[src/rtl/muldiv_if.sv]
// muldiv_if: request/result bundle between the control unit and the multiply/divide unit
interface muldiv_if #(
    parameter int WIDTH = 32
);
    logic             start;
    logic [1:0]       op;
    logic [WIDTH-1:0] srcA;
    logic [WIDTH-1:0] srcB;
    logic             busy;
    logic             done;
    logic [WIDTH-1:0] hi;
    logic [WIDTH-1:0] lo;
    logic             divZero;

    modport master (output start, op, srcA, srcB, input busy, done, hi, lo, divZero);
    modport slave  (input start, op, srcA, srcB, output busy, done, hi, lo, divZero);
endinterface

[src/rtl/muldiv_unit.sv]
// muldiv_unit: iterative MULT/MULTU/DIV/DIVU producing HI/LO, one bit per cycle
module muldiv_unit #(
    parameter int WIDTH = 32
) (
    input logic      clk,
    input logic      rst,
    muldiv_if.slave  bus
);
    localparam int CW = $clog2(WIDTH);

    typedef enum logic [1:0] {IDLE, CALC, FIX} state_t;

    state_t               state, state_next;
    logic                 is_div, neg_q, sign_a, done_q, dz_q;
    logic [WIDTH-1:0]     a_raw, b_mag, rem, hi_q, lo_q;
    logic [2*WIDTH-1:0]   acc;
    logic [CW-1:0]        cnt;
    logic                 sa_in, sb_in, ge;
    logic [WIDTH-1:0]     a_in, b_in, quo, rmd;
    logic [WIDTH:0]       msum, shifted, diff;
    logic [2*WIDTH-1:0]   prod;

    // Operand sign handling, one iteration step for each algorithm, and final sign fix-up
    always_comb begin
        sa_in   = bus.op[0] & bus.srcA[WIDTH-1];
        sb_in   = bus.op[0] & bus.srcB[WIDTH-1];
        a_in    = sa_in ? -bus.srcA : bus.srcA;
        b_in    = sb_in ? -bus.srcB : bus.srcB;
        msum    = {1'b0, acc[2*WIDTH-1:WIDTH]} + {1'b0, b_mag & {WIDTH{acc[0]}}};
        shifted = {rem, acc[WIDTH-1]};
        diff    = shifted - {1'b0, b_mag};
        ge      = ~diff[WIDTH];
        prod    = neg_q ? -acc : acc;
        quo     = neg_q ? -acc[WIDTH-1:0] : acc[WIDTH-1:0];
        rmd     = sign_a ? -rem : rem;
    end

    // Next state: accept in IDLE, WIDTH iterations in CALC, one fix-up cycle
    always_comb begin
        state_next = (state == IDLE) ? (bus.start ? CALC : IDLE) :
                     (state == CALC) ? ((cnt == CW'(WIDTH - 1)) ? FIX : CALC) : IDLE;
    end

    // State register
    always_ff @(posedge clk) begin
        if (rst) state <= IDLE;
        else     state <= state_next;
    end

    // Datapath: latch magnitudes, iterate, then publish HI/LO with a done pulse
    always_ff @(posedge clk) begin
        if (rst) begin
            hi_q   <= '0;
            lo_q   <= '0;
            done_q <= 1'b0;
            dz_q   <= 1'b0;
            cnt    <= '0;
        end else begin
            done_q <= 1'b0;
            if (state == IDLE && bus.start) begin
                is_div <= bus.op[1];
                neg_q  <= sa_in ^ sb_in;
                sign_a <= sa_in;
                a_raw  <= bus.srcA;
                b_mag  <= b_in;
                acc    <= {{WIDTH{1'b0}}, a_in};
                rem    <= '0;
                cnt    <= '0;
            end else if (state == CALC) begin
                cnt <= cnt + CW'(1);
                if (is_div) begin
                    rem              <= ge ? diff[WIDTH-1:0] : shifted[WIDTH-1:0];
                    acc[WIDTH-1:0]   <= {acc[WIDTH-2:0], ge};
                end else begin
                    acc <= {msum, acc[WIDTH-1:1]};
                end
            end else if (state == FIX) begin
                done_q <= 1'b1;
                if (is_div && b_mag == '0) begin
                    hi_q <= a_raw;
                    lo_q <= '1;
                    dz_q <= 1'b1;
                end else begin
                    hi_q <= is_div ? rmd : prod[2*WIDTH-1:WIDTH];
                    lo_q <= is_div ? quo : prod[WIDTH-1:0];
                    dz_q <= 1'b0;
                end
            end
        end
    end

    assign bus.busy    = (state != IDLE);
    assign bus.done    = done_q;
    assign bus.hi      = hi_q;
    assign bus.lo      = lo_q;
    assign bus.divZero = dz_q;
endmodule

[src/flat_wrapper.sv]
// flat-port wrapper written by rule: the top's interface ports become plain ports
module muldiv_unit_flat 
#(
    parameter int WIDTH = 32
)
  (clk, rst, bus_start, bus_op, bus_srcA, bus_srcB, bus_busy, bus_done, bus_hi, bus_lo, bus_divZero);
  muldiv_if #(.WIDTH(WIDTH)) bus_i ();
  input logic clk;
  input logic rst;
  input wire logic [$bits(bus_i.start)-1:0] bus_start;
  input wire logic [$bits(bus_i.op)-1:0] bus_op;
  input wire logic [$bits(bus_i.srcA)-1:0] bus_srcA;
  input wire logic [$bits(bus_i.srcB)-1:0] bus_srcB;
  output wire logic [$bits(bus_i.busy)-1:0] bus_busy;
  output wire logic [$bits(bus_i.done)-1:0] bus_done;
  output wire logic [$bits(bus_i.hi)-1:0] bus_hi;
  output wire logic [$bits(bus_i.lo)-1:0] bus_lo;
  output wire logic [$bits(bus_i.divZero)-1:0] bus_divZero;
  assign bus_i.start = bus_start;
  assign bus_i.op = bus_op;
  assign bus_i.srcA = bus_srcA;
  assign bus_i.srcB = bus_srcB;
  assign bus_busy = bus_i.busy;
  assign bus_done = bus_i.done;
  assign bus_hi = bus_i.hi;
  assign bus_lo = bus_i.lo;
  assign bus_divZero = bus_i.divZero;
  muldiv_unit #(.WIDTH(WIDTH)) u_core (.clk(clk), .rst(rst), .bus(bus_i));
endmodule
[config.mk]
export PLATFORM = sky130hd
export DESIGN_NAME = muldiv_unit_flat
export DESIGN_NICKNAME = d
export VERILOG_FILES = /design/src/rtl/muldiv_if.sv /design/src/rtl/muldiv_unit.sv /design/src/flat_wrapper.sv
export SDC_FILE = /design/constraint.sdc
export NUM_CORES = 1
export LEC_CHECK = 0
export BUFFER_PORTS_ARGS = -buffer_cell sky130_fd_sc_hd__buf_2
export CAP_MARGIN = 0
export CORE_UTILIZATION = 63
export CTS_BUF_LIST = sky130_fd_sc_hd__clkbuf_8
export CTS_CLUSTER_SIZE = 25
export DETAILED_ROUTE_END_ITERATION = 8
export HOLD_SLACK_MARGIN = 0.1
export PLACE_DENSITY = 0.79
export REMOVE_ABC_BUFFERS = 1
export SLEW_MARGIN = 25
export SYNTH_ARGS = -nofsm -noshare
export SYNTH_HDL_FRONTEND = slang
export SYNTH_SLANG_ARGS = --single-unit
export TNS_END_PERCENT = 30
[constraint.sdc]
create_clock -name clk -period 7.1 [get_ports clk]
set_input_delay 1.065 -clock clk [delete_from_list [all_inputs] [get_ports clk]]
set_output_delay 1.065 -clock clk [all_outputs]
set_load 0.005 [all_outputs]
==> results of run 1 <==
-- worst max-delay path by stage --
stage / end / depth (start not counted) / from / slack, ns
final: u_core.rem[0] / 13 / u_core.acc[31] / 2.75
after global routing: u_core.rem[9] / 13 / u_core.acc[31] / 2.47
after CTS: u_core.rem[0] / 13 / u_core.acc[31] / 2.49
after detailed placement: u_core.rem[0] / 13 / u_core.acc[31] / 2.53
after global placement: u_core.rem[0] / 13 / u_core.acc[31] / 2.69
after floorplan: u_core.bus.hi[26] / 5 / u_core.is_div / 0.75
-- final cells by class --
class                   count  area [um2]  share of cell area, %
clock inverters            29       147.6                 0.8269
well taps                 330       412.9                  2.312
clock buffers              49       674.4                  3.777
repair buffers            149       780.7                  4.372
multi-input cells        1400        9244                  51.77
inverters                  64       240.2                  1.345
flip-flops and latches    236        6356                  35.60
-- critical path, stage by stage, from the launching register on --
cell and delay [ns]:
edfxtp_1 0.48, inv_1 0.16, ha_1 0.19, inv_1 0.06
fa_1 0.43, a211oi_1 0.30, o21ai_0 0.20, o21ai_0 0.41
o211ai_1 0.25, nor4bb_1 0.21, o21ai_0 0.36, nand3_4 0.56
mux2_2 0.40, nor2_1 0.04
-- flip-flops by register name, summed over array words and instances (netlist names) --
name	count
u_core.bus.done	1
u_core.sign_a	1
u_core.a_raw	32
u_core.acc	64
u_core.bus.lo	32
u_core.bus.divZero	1
u_core.is_div	1
u_core.state	2
u_core.bus.hi	32
u_core.b_mag	32
u_core.cnt	5
u_core.rem	32
u_core.neg_q	1
-- report_power, final --
group          internal [mW]  leakage (nW)  switching [mW]
Clock                  0.666         0.496           0.583
Sequential              1.58          2.13          0.0892
Combinational          0.332          4.64           0.471
-- per-stage QoR --
step	hold slack, ns	power [mW]	std cells	setup WS [ns]
final	0.4564	3.717	2257	2.750
after floorplan	0.4422	2.261	1700	0.7460
after global routing	0.4729	3.883	2257	2.470
after detailed placement	0.4479	2.479	2179	2.529
after global placement	0.4395	2.451	2179	2.694
after CTS	0.4569	3.718	2257	2.486
-- metal layers --
metal	track usage (%)	up-vias	share of wire, %
li1	-	6791	-
met1	44.41	6691	43
met2	55.11	578	47
met3	4.469	99	7.3
met4	11.62	0	3.2
met5	0	-	0
-- Yosys cell counts, types with 16 or more instances --
library cell and n:
a211oi_1 33, a21o_1 37, a21oi_1 91, clkbuf_1 72, dfxtp_1 73, edfxtp_1 163
ha_1 70, inv_1 64, mux2i_1 68, nand2_1 141, nand2b_1 19, nand3_1 26
nor2_1 210, nor3_1 43, nor4_1 30, o211ai_1 16, o21ai_0 137, o22ai_1 21
o31ai_1 39, o41ai_1 16, or3_1 19, or4_1 17, xnor2_1 112, xor2_1 86
-- logic make-up after synthesis --
kind of cell,count (synthesis),share of synthesized area (%)
compound gates,470,18.60
xor+xnor,198,10.76
fa+ha+maj,72,5.681
buf+inv,147,3.508
flops,236,39.43
mux,70,4.362
simple gates,590,17.66
==> flow_summary.yaml, run 1 <==
run_status:
  status: "finished clean"
placement:
  dpl-instance-area_mm2: 0.01703
  place_congestion: 0.9308
  dpl.hpwl_mm: 31.85
  port_buffers: 135
clock_tree:
  cts_tree: "done"
  cts_setup_buffers: 0
  clock_latency_ns: 0.56
  ctsResizeCount: 0
  clk_pin_slew_ns: 0.07
  cts.sinks: 236
  cts_hold_buffers: 0
  clock_tree.buffer_depth: 3
  cts_root_buf: "clkbuf_8"
  cts_htree_levels: 2
  cts_buffers: 42
logic_synthesis:
  synth_top_area_cell: "edfxtp_1"
  synth_area_leaders: "edfxtp_1 (30%), dfxtp_1 (9.1%), xnor2_1 (6.1%)"
  yosysWarnings: 0
  ys_ff_latch: 236
  yosys.cell_types.count: 73
  synth-seq-area-share_pct: 39.43
  synth_top_area_share_pct: 30.36
  synthArstFlopShare_pct: 0
  synthFlopType: "edfxtp_1"
  syn_area_mm2: 0.01612
  syn_inst: 1783
  synth_edf_count: 163
  avgSynthCellArea_um2: 9.041
setup_path:
  end_kind: "flip-flop"
  critPathLaunchType: "flip-flop"
  reg2reg_depth: 13
  rr_startpoint: "u_core.acc[31]"
  timing_worst_setup_path_type: "reg2reg"
  cp_data_arrival_time_ns: 4.62
  worst-path-max-fanout: 37
  r2r_slack_ns: 2.75
  reg2reg_to: "u_core.rem[0]"
  crit_required_ns: 7.37
power:
  ir_drop_mv: 0.1442
  p_leak_nw: 7.257
  p_per_area_mw_per_mm2: 208.2
detailed_routing:
  drtIter0Drc: 1295
  vias: 14159
  avgViaCountPerCell: 6.273
  routedWlPerCell_um: 19.21
  dr.pass1.iters: 6
  totalWireLength_mm: 43.35
  drtAntennaViolNets: 0
  drc: 0
final_layout:
  fillers: 1996
  antenna-diode-count: 0
  drive_gt1_share_pct: 12.20
  layout_common_cells: "nor2_1 (207), edfxtp_1 (163), nand2_1 (141)"
  final_common_cell: "nor2_1"
  post-route-util_pct: 71.11
  nets: 2034
  finalInstanceArea_mm2: 0.01786
  syn2layout_area_growth_pct: 10.77
floorplanning:
  rows: 58
  die_y_um: 162.0
  start_util_pct: 64.20
  coreArea_mm2: 0.02511
  die_w_um: 162.0
  ios: 136
  design.die.area_mm2: 0.02623
global_route:
  first_global_vias: 13342
  grt_pass1_wl_mm: 68.95
  antenna_found_initial: 0
  grt_usage_pct: 33.17
  grt_max_degree: 79
  grt.overflow.total: 0
worst_hold_path:
  min_path_type: "reg2reg"
  holdPathEnd: "u_core.bus.hi[29]"
  hold_depth: 2
  hold_start: "u_core.bus.hi[29]"
timing:
  rsz0062_at_grt: "false"
  report.final.slew_viol_count: 0
  worst_clock_skew_ns: 0.03000
  fin_crit_ns: 4.350
  timing_hold_violations_final: 0
  post-route-period-util_pct: 61.27
  setup-violations-final: 0
  max_slew_margin_pct: 37.28
  setup_tns_ns: 0
  tightest_slew_ns: 0.9385
  fmax_mhz: 229.9
job:
  maxCapViolCount: 0
No activity file was read; power rests on OpenSTA's default activity.
==> run 2, diff against run 1 <==
clock period = 4.3 ns   (was 7.1 ns; I/O delays follow)
==> flow_summary.yaml, run 2 (synthesized netlist as in run 1, its figures left out) <==
run_status:
  status: "finished clean"
setup_path:
  reg2reg_depth: 14
  critPathLaunchType: "flip-flop"
  crit_required_ns: 4.59
  timing_worst_setup_path_type: "reg2reg"
  path_cells: "inv_1 -> ha_1 -> inv_1 -> fa_1 -> a211oi_1 -> o21ai_0 -> o21ai_0 -> o211ai_1 -> nor4bb_1 -> o21ai_0 -> nand3_2 -> buf_12 -> mux2i_1 -> o21ai_0"
  worst-path-max-fanout: 37
  end_kind: "flip-flop"
  cp_data_arrival_time_ns: 4.19
  cp-endpoint: "u_core.acc[0]"
  critPathLaunch: "u_core.acc[31]"
  critPathMostFrequentCell: "o21ai_0"
  r2r_slack_ns: 0.40
  reg2reg_to: "u_core.acc[0]"
  max_stage_delay_ns: 0.47
  slowest_stage: "edfxtp_1"
  rr_startpoint: "u_core.acc[31]"
power:
  p_leak_nw: 7.240
  finalPower_mw: 6.083
  p_per_area_mw_per_mm2: 340.8
  ir_drop_mv: 0.2957
timing:
  tightest_slew_ns: 0.9911
  rsz0062_at_grt: "false"
  fmax_mhz: 256.4
  timing_hold_violations_final: 0
  setup_tns_ns: 0
  report.final.slew_viol_count: 0
  setup-violations-final: 0
  fin_crit_ns: 3.901
  post-route-period-util_pct: 90.71
  max_slew_margin_pct: 33.92
  hold_ws_ns: 0.2647
  worst_clock_skew_ns: 0.03549
detailed_routing:
  routedWlPerCell_um: 19.10
  drc: 0
  totalWireLength_mm: 43.08
  vias: 14124
  dr.pass1.iters: 6
  avgViaCountPerCell: 6.263
  drtIter0Drc: 1332
  drtAntennaViolNets: 0
clock_tree:
  cts_hold_buffers: 0
  clock_tree.buffer_depth: 3
  cts_setup_buffers: 0
  cts_root_buf: "clkbuf_8"
  clock_latency_ns: 0.57
  ctsResizeCount: 0
  cts_buffers: 42
  cts_htree_levels: 2
  clk_pin_slew_ns: 0.06
  cts.sinks: 236
  cts_tree: "done"
final_layout:
  largest_reg_flops: 64
  layout_common_cells: "nor2_1 (207), edfxtp_1 (163), nand2_1 (141)"
  top_register: "u_core.acc"
  finalInstanceArea_mm2: 0.01785
  nets: 2037
  post-route-util_pct: 71.08
  syn2layout_area_growth_pct: 10.71
  fillers: 2018
  multiInputGateArea_mm2: 0.009236
  register_area_mm2: 0.006356
  drive_gt1_share_pct: 12.42
  antenna-diode-count: 0
  final_common_cell: "nor2_1"
global_route:
  grt.overflow.total: 0
  grt_max_degree: 79
  grt_usage_pct: 32.81
  first_global_vias: 13244
  antenna_found_initial: 0
  grt_pass1_wl_mm: 68.02
floorplanning:
  coreArea_mm2: 0.02511
  design.die.area_mm2: 0.02623
  die_w_um: 162.0
  rows: 58
  ios: 136
  start_util_pct: 64.20
  die_y_um: 162.0
placement:
  dpl.hpwl_mm: 31.99
  port_buffers: 135
  place_congestion: 0.9591
  dpl-instance-area_mm2: 0.01707
job:
  maxCapViolCount: 0
worst_hold_path:
  min_path_type: "in2reg"
## run 2: final cells by class
class / count / area share (%)
inverter: 64 / 1.346
tap: 330 / 2.314
multi-input combinational: 1400 / 51.75
timing repair buffer: 152 / 4.641
clock buffer: 45 / 3.470
clock inverter: 28 / 0.8623
sequential: 236 / 35.61
## run 2: worst min-delay path by stage
| stage | startpoint | endpoint | cells after the start |
|---|---|---|---|
| 5_1_grt | bus_op[1] | u_core.is_div | 1 |
| 2_1_floorplan | u_core.bus.hi[29] | u_core.bus.hi[29] | 2 |
| 3_5_place_dp | u_core.bus.hi[29] | u_core.bus.hi[29] | 2 |
| 4_1_cts | bus_op[1] | u_core.is_div | 1 |
| 6_report | bus_op[1] | u_core.is_div | 1 |
| 3_3_place_gp | u_core.bus.divZero | u_core.bus.divZero | 2 |
## run 2: metrics by stage
step           instances  setup WS (ns)
2_1_floorplan       1700         -2.054
3_3_place_gp        2182         0.5929
3_5_place_dp        2182         0.5391
4_1_cts             2255         0.5109
5_1_grt             2255         0.2236
6_report            2255         0.3994
## run 2: worst max-delay path, delay by kind of cell, from the launching register on
family | cells | cell delay, ns
AOI/OAI and AO/OA | 6 | 1.50
adders and majority gates | 2 | 0.63
DFF | 1 | 0.47
buffers and inverters | 3 | 0.45
and+or+nand+nor | 2 | 0.35
muxes | 1 | 0.21
## run 2: power by group
group | total (mW) | internal, mW | switching [mW]
Clock | 2.00 | 1.03 | 0.972
Combinational | 1.33 | 0.556 | 0.775
Sequential | 2.75 | 2.60 | 0.147
## run 2: per-layer routing
| metal | vias to the layer above | GRT usage (%) | part of all wire, % |
|---|---|---|---|
| li1 | 6787 | - | - |
| met4 | 0 | 14.45 | 3.8 |
| met1 | 6626 | 43.33 | 42 |
| met3 | 103 | 4.750 | 7.9 |
| met2 | 608 | 53.59 | 46 |
| met5 | - | 0 | 0 |
==> run 3, diff against run 2 <==
ABC_AREA = 1   (was default)
==> flow_summary.yaml, run 3 <==
logic_synthesis:
  synth_top_area_cell: "edfxtp_1"
  ys_ff_latch: 236
  avgSynthCellArea_um2: 6.745
  synthXorXnorAreaFrac_pct: 3.524
  synth_edf_count: 163
  synth_compound_area_share_pct: 14.96
  synthArstFlopShare_pct: 0
  yosysWarnings: 0
  post-synth-top-count-cell: "nand2_1"
  synthFlopType: "edfxtp_1"
  muxShareOfSynthArea_pct: 0
  syn_area_mm2: 0.01814
  synth-seq-area-share_pct: 35.03
  synthSimpleGateAreaFrac_pct: 33.08
  yosys.cell_types.count: 53
  synth_commonest_cells: "nand2_1 (673), nor2_1 (454), inv_1 (300)"
  syn_inst: 2690
  synthAdderAreaFrac_pct: 5.048
  synth_top_area_share_pct: 26.98
  synth_area_leaders: "edfxtp_1 (27%), nand2_1 (14%), nor2_1 (9.4%)"
  synth_top_family_by_area: "simple AND/OR/NAND/NOR gates"
detailed_routing:
  drc: 0
  routedWlPerCell_um: 19.28
  vias: 19483
  avgViaCountPerCell: 6.036
  route.met2.wl_mm: 26.69
  drtIter0Drc: 2697
  wl_met3_mm: 9.002
  highest_layer: "met4"
  dr.pass1.iters: 8
  drtAntennaViolNets: 0
  totalWireLength_mm: 62.24
  wl_met1_mm: 24.09
setup_path:
  crit_family: "simple AND/OR/NAND/NOR gates"
  slowest_stage: "edfxtp_1"
  path_cells: "nand2_1 -> inv_1 -> ha_1 -> inv_1 -> fa_1 -> o21ai_1 -> nand2_1 -> nand3_1 -> nand3_1 -> o211ai_1 -> nand2_1 -> nand2_1 -> nand2_1 -> nand2_1 -> nor2_1"
  critPathBufInv: 2
  timing_worst_setup_path_type: "reg2reg"
  critPathMostFrequentCell: "nand2_1"
  max_stage_delay_ns: 0.84
  cp_data_arrival_time_ns: 3.47
  critPathLaunchType: "flip-flop"
  crit_required_ns: 4.61
  worst-path-max-fanout: 18
  end_kind: "flip-flop"
clock_tree:
  cts_buffers: 42
  cts_hold_buffers: 0
  clock_latency_ns: 0.58
  cts_setup_buffers: 0
  clock_tree.buffer_depth: 3
  ctsResizeCount: 0
  clk_pin_slew_ns: 0.07
  cts.sinks: 236
  cts_htree_levels: 2
  cts_tree: "done"
  cts_root_buf: "clkbuf_8"
final_layout:
  nets: 2958
  layout_common_cells: "nand2_1 (673), nor2_1 (448), inv_1 (315)"
  final_common_cell: "nand2_1"
  drive_gt1_share_pct: 9.582
  post-route-util_pct: 71.07
  finalInstanceArea_mm2: 0.01996
  fillers: 2458
  syn2layout_area_growth_pct: 10.02
  largest_reg_flops: 64
  top_register: "u_core.acc"
timing:
  setup-violations-final: 0
  tightest_slew_ns: 0.9601
  fin_crit_ns: 3.164
  fmax_mhz: 316.0
  hold_ws_ns: 0.2675
  timing_hold_violations_final: 0
  setup_tns_ns: 0
  max_slew_margin_pct: 35.84
  rsz0062_at_grt: "false"
  report.final.slew_viol_count: 0
  worst_clock_skew_ns: 0.03947
  post-route-period-util_pct: 73.59
power:
  p_per_area_mw_per_mm2: 331.6
  ir_drop_mv: 0.3057
  p_leak_nw: 9.290
  finalPower_mw: 6.620
job:
  maxCapViolCount: 0
floorplanning:
  start_util_pct: 64.60
  ios: 136
  design.die.area_mm2: 0.02948
  rows: 61
  die_y_um: 171.7
  die_w_um: 171.7
  coreArea_mm2: 0.02809
global_route:
  grt_usage_pct: 42.10
  first_global_vias: 17903
  grt_pass1_wl_mm: 94.39
  grt.overflow.total: 0
  antenna_found_initial: 1
  grt_max_degree: 71
worst_hold_path:
  min_path_type: "in2reg"
run_status:
  status: "finished clean"
placement:
  port_buffers: 135
  dpl.hpwl_mm: 47.98
  dpl-instance-area_mm2: 0.01913
  place_congestion: 1.163
-- run 3: cell types whose count changed after synthesis, sizes merged, moves of 34 or more --
cell	previous run	this run
inv	64	305
clkbuf	72	38
xnor2	112	16
nor2	210	467
nand3	26	182
a21oi	91	203
nand2	141	680
mux2i	68	0
o21ai	142	189
o31ai	39	1
-- run 3: cells by family after synthesis --
| kind of cell | Yosys count |
|---|---|
| flip-flops | 236 |
| AND/OR/NAND/NOR | 1438 |
| buffers and inverters | 383 |
| adder cells (fa/ha/maj) | 72 |
| XOR/XNOR | 73 |
| AO/OA/AOI/OAI | 488 |
-- run 3: cell type report --
class                      count  area (um2)  share of cell area [%]
multi-input combinational   2071       10300                   51.59
sequential                   236        6356                   31.84
tap                          378       473.0                   2.369
antenna                        1       2.502                 0.01254
clock buffer                  48       660.6                   3.310
clock inverter                28       163.9                  0.8211
inverter                     307        1152                   5.773
timing repair buffer         159       855.8                   4.287
-- run 3: worst paths after layout --
path                                         from                end  slack (ns)  cells past startpoint
worst max-delay path                u_core.acc[0]     u_core.acc[59]        1.14                     15
worst max register to register      u_core.acc[0]     u_core.acc[59]        1.14                     15
worst min register to register  u_core.bus.hi[29]  u_core.bus.hi[29]        0.46                      2
worst min-delay path                    bus_op[1]      u_core.is_div        0.27                      1
-- run 3: metal layers --
layer	global-route usage, %	vias to the layer above
met4	17.00	0
met1	54.63	8895
met2	64.00	1231
met3	14.31	178
met5	0	-
li1	-	9179
-- run 3: metrics by stage --
stage / cells / worst slack (ns)
floorplan: 2614 / -1.261
global placement: 3151 / 1.346
detailed placement: 3151 / 1.243
CTS: 3227 / 1.192
global route: 3228 / 0.8512
finish: 3228 / 1.136
-- run 3: power by group --
group          switching, mW  internal (mW)  total (mW)  leakage (nW)
clock                   1.00           1.09        2.09         0.482
sequential             0.201           2.62        2.82          2.12
combinational           1.18          0.531        1.71          6.69
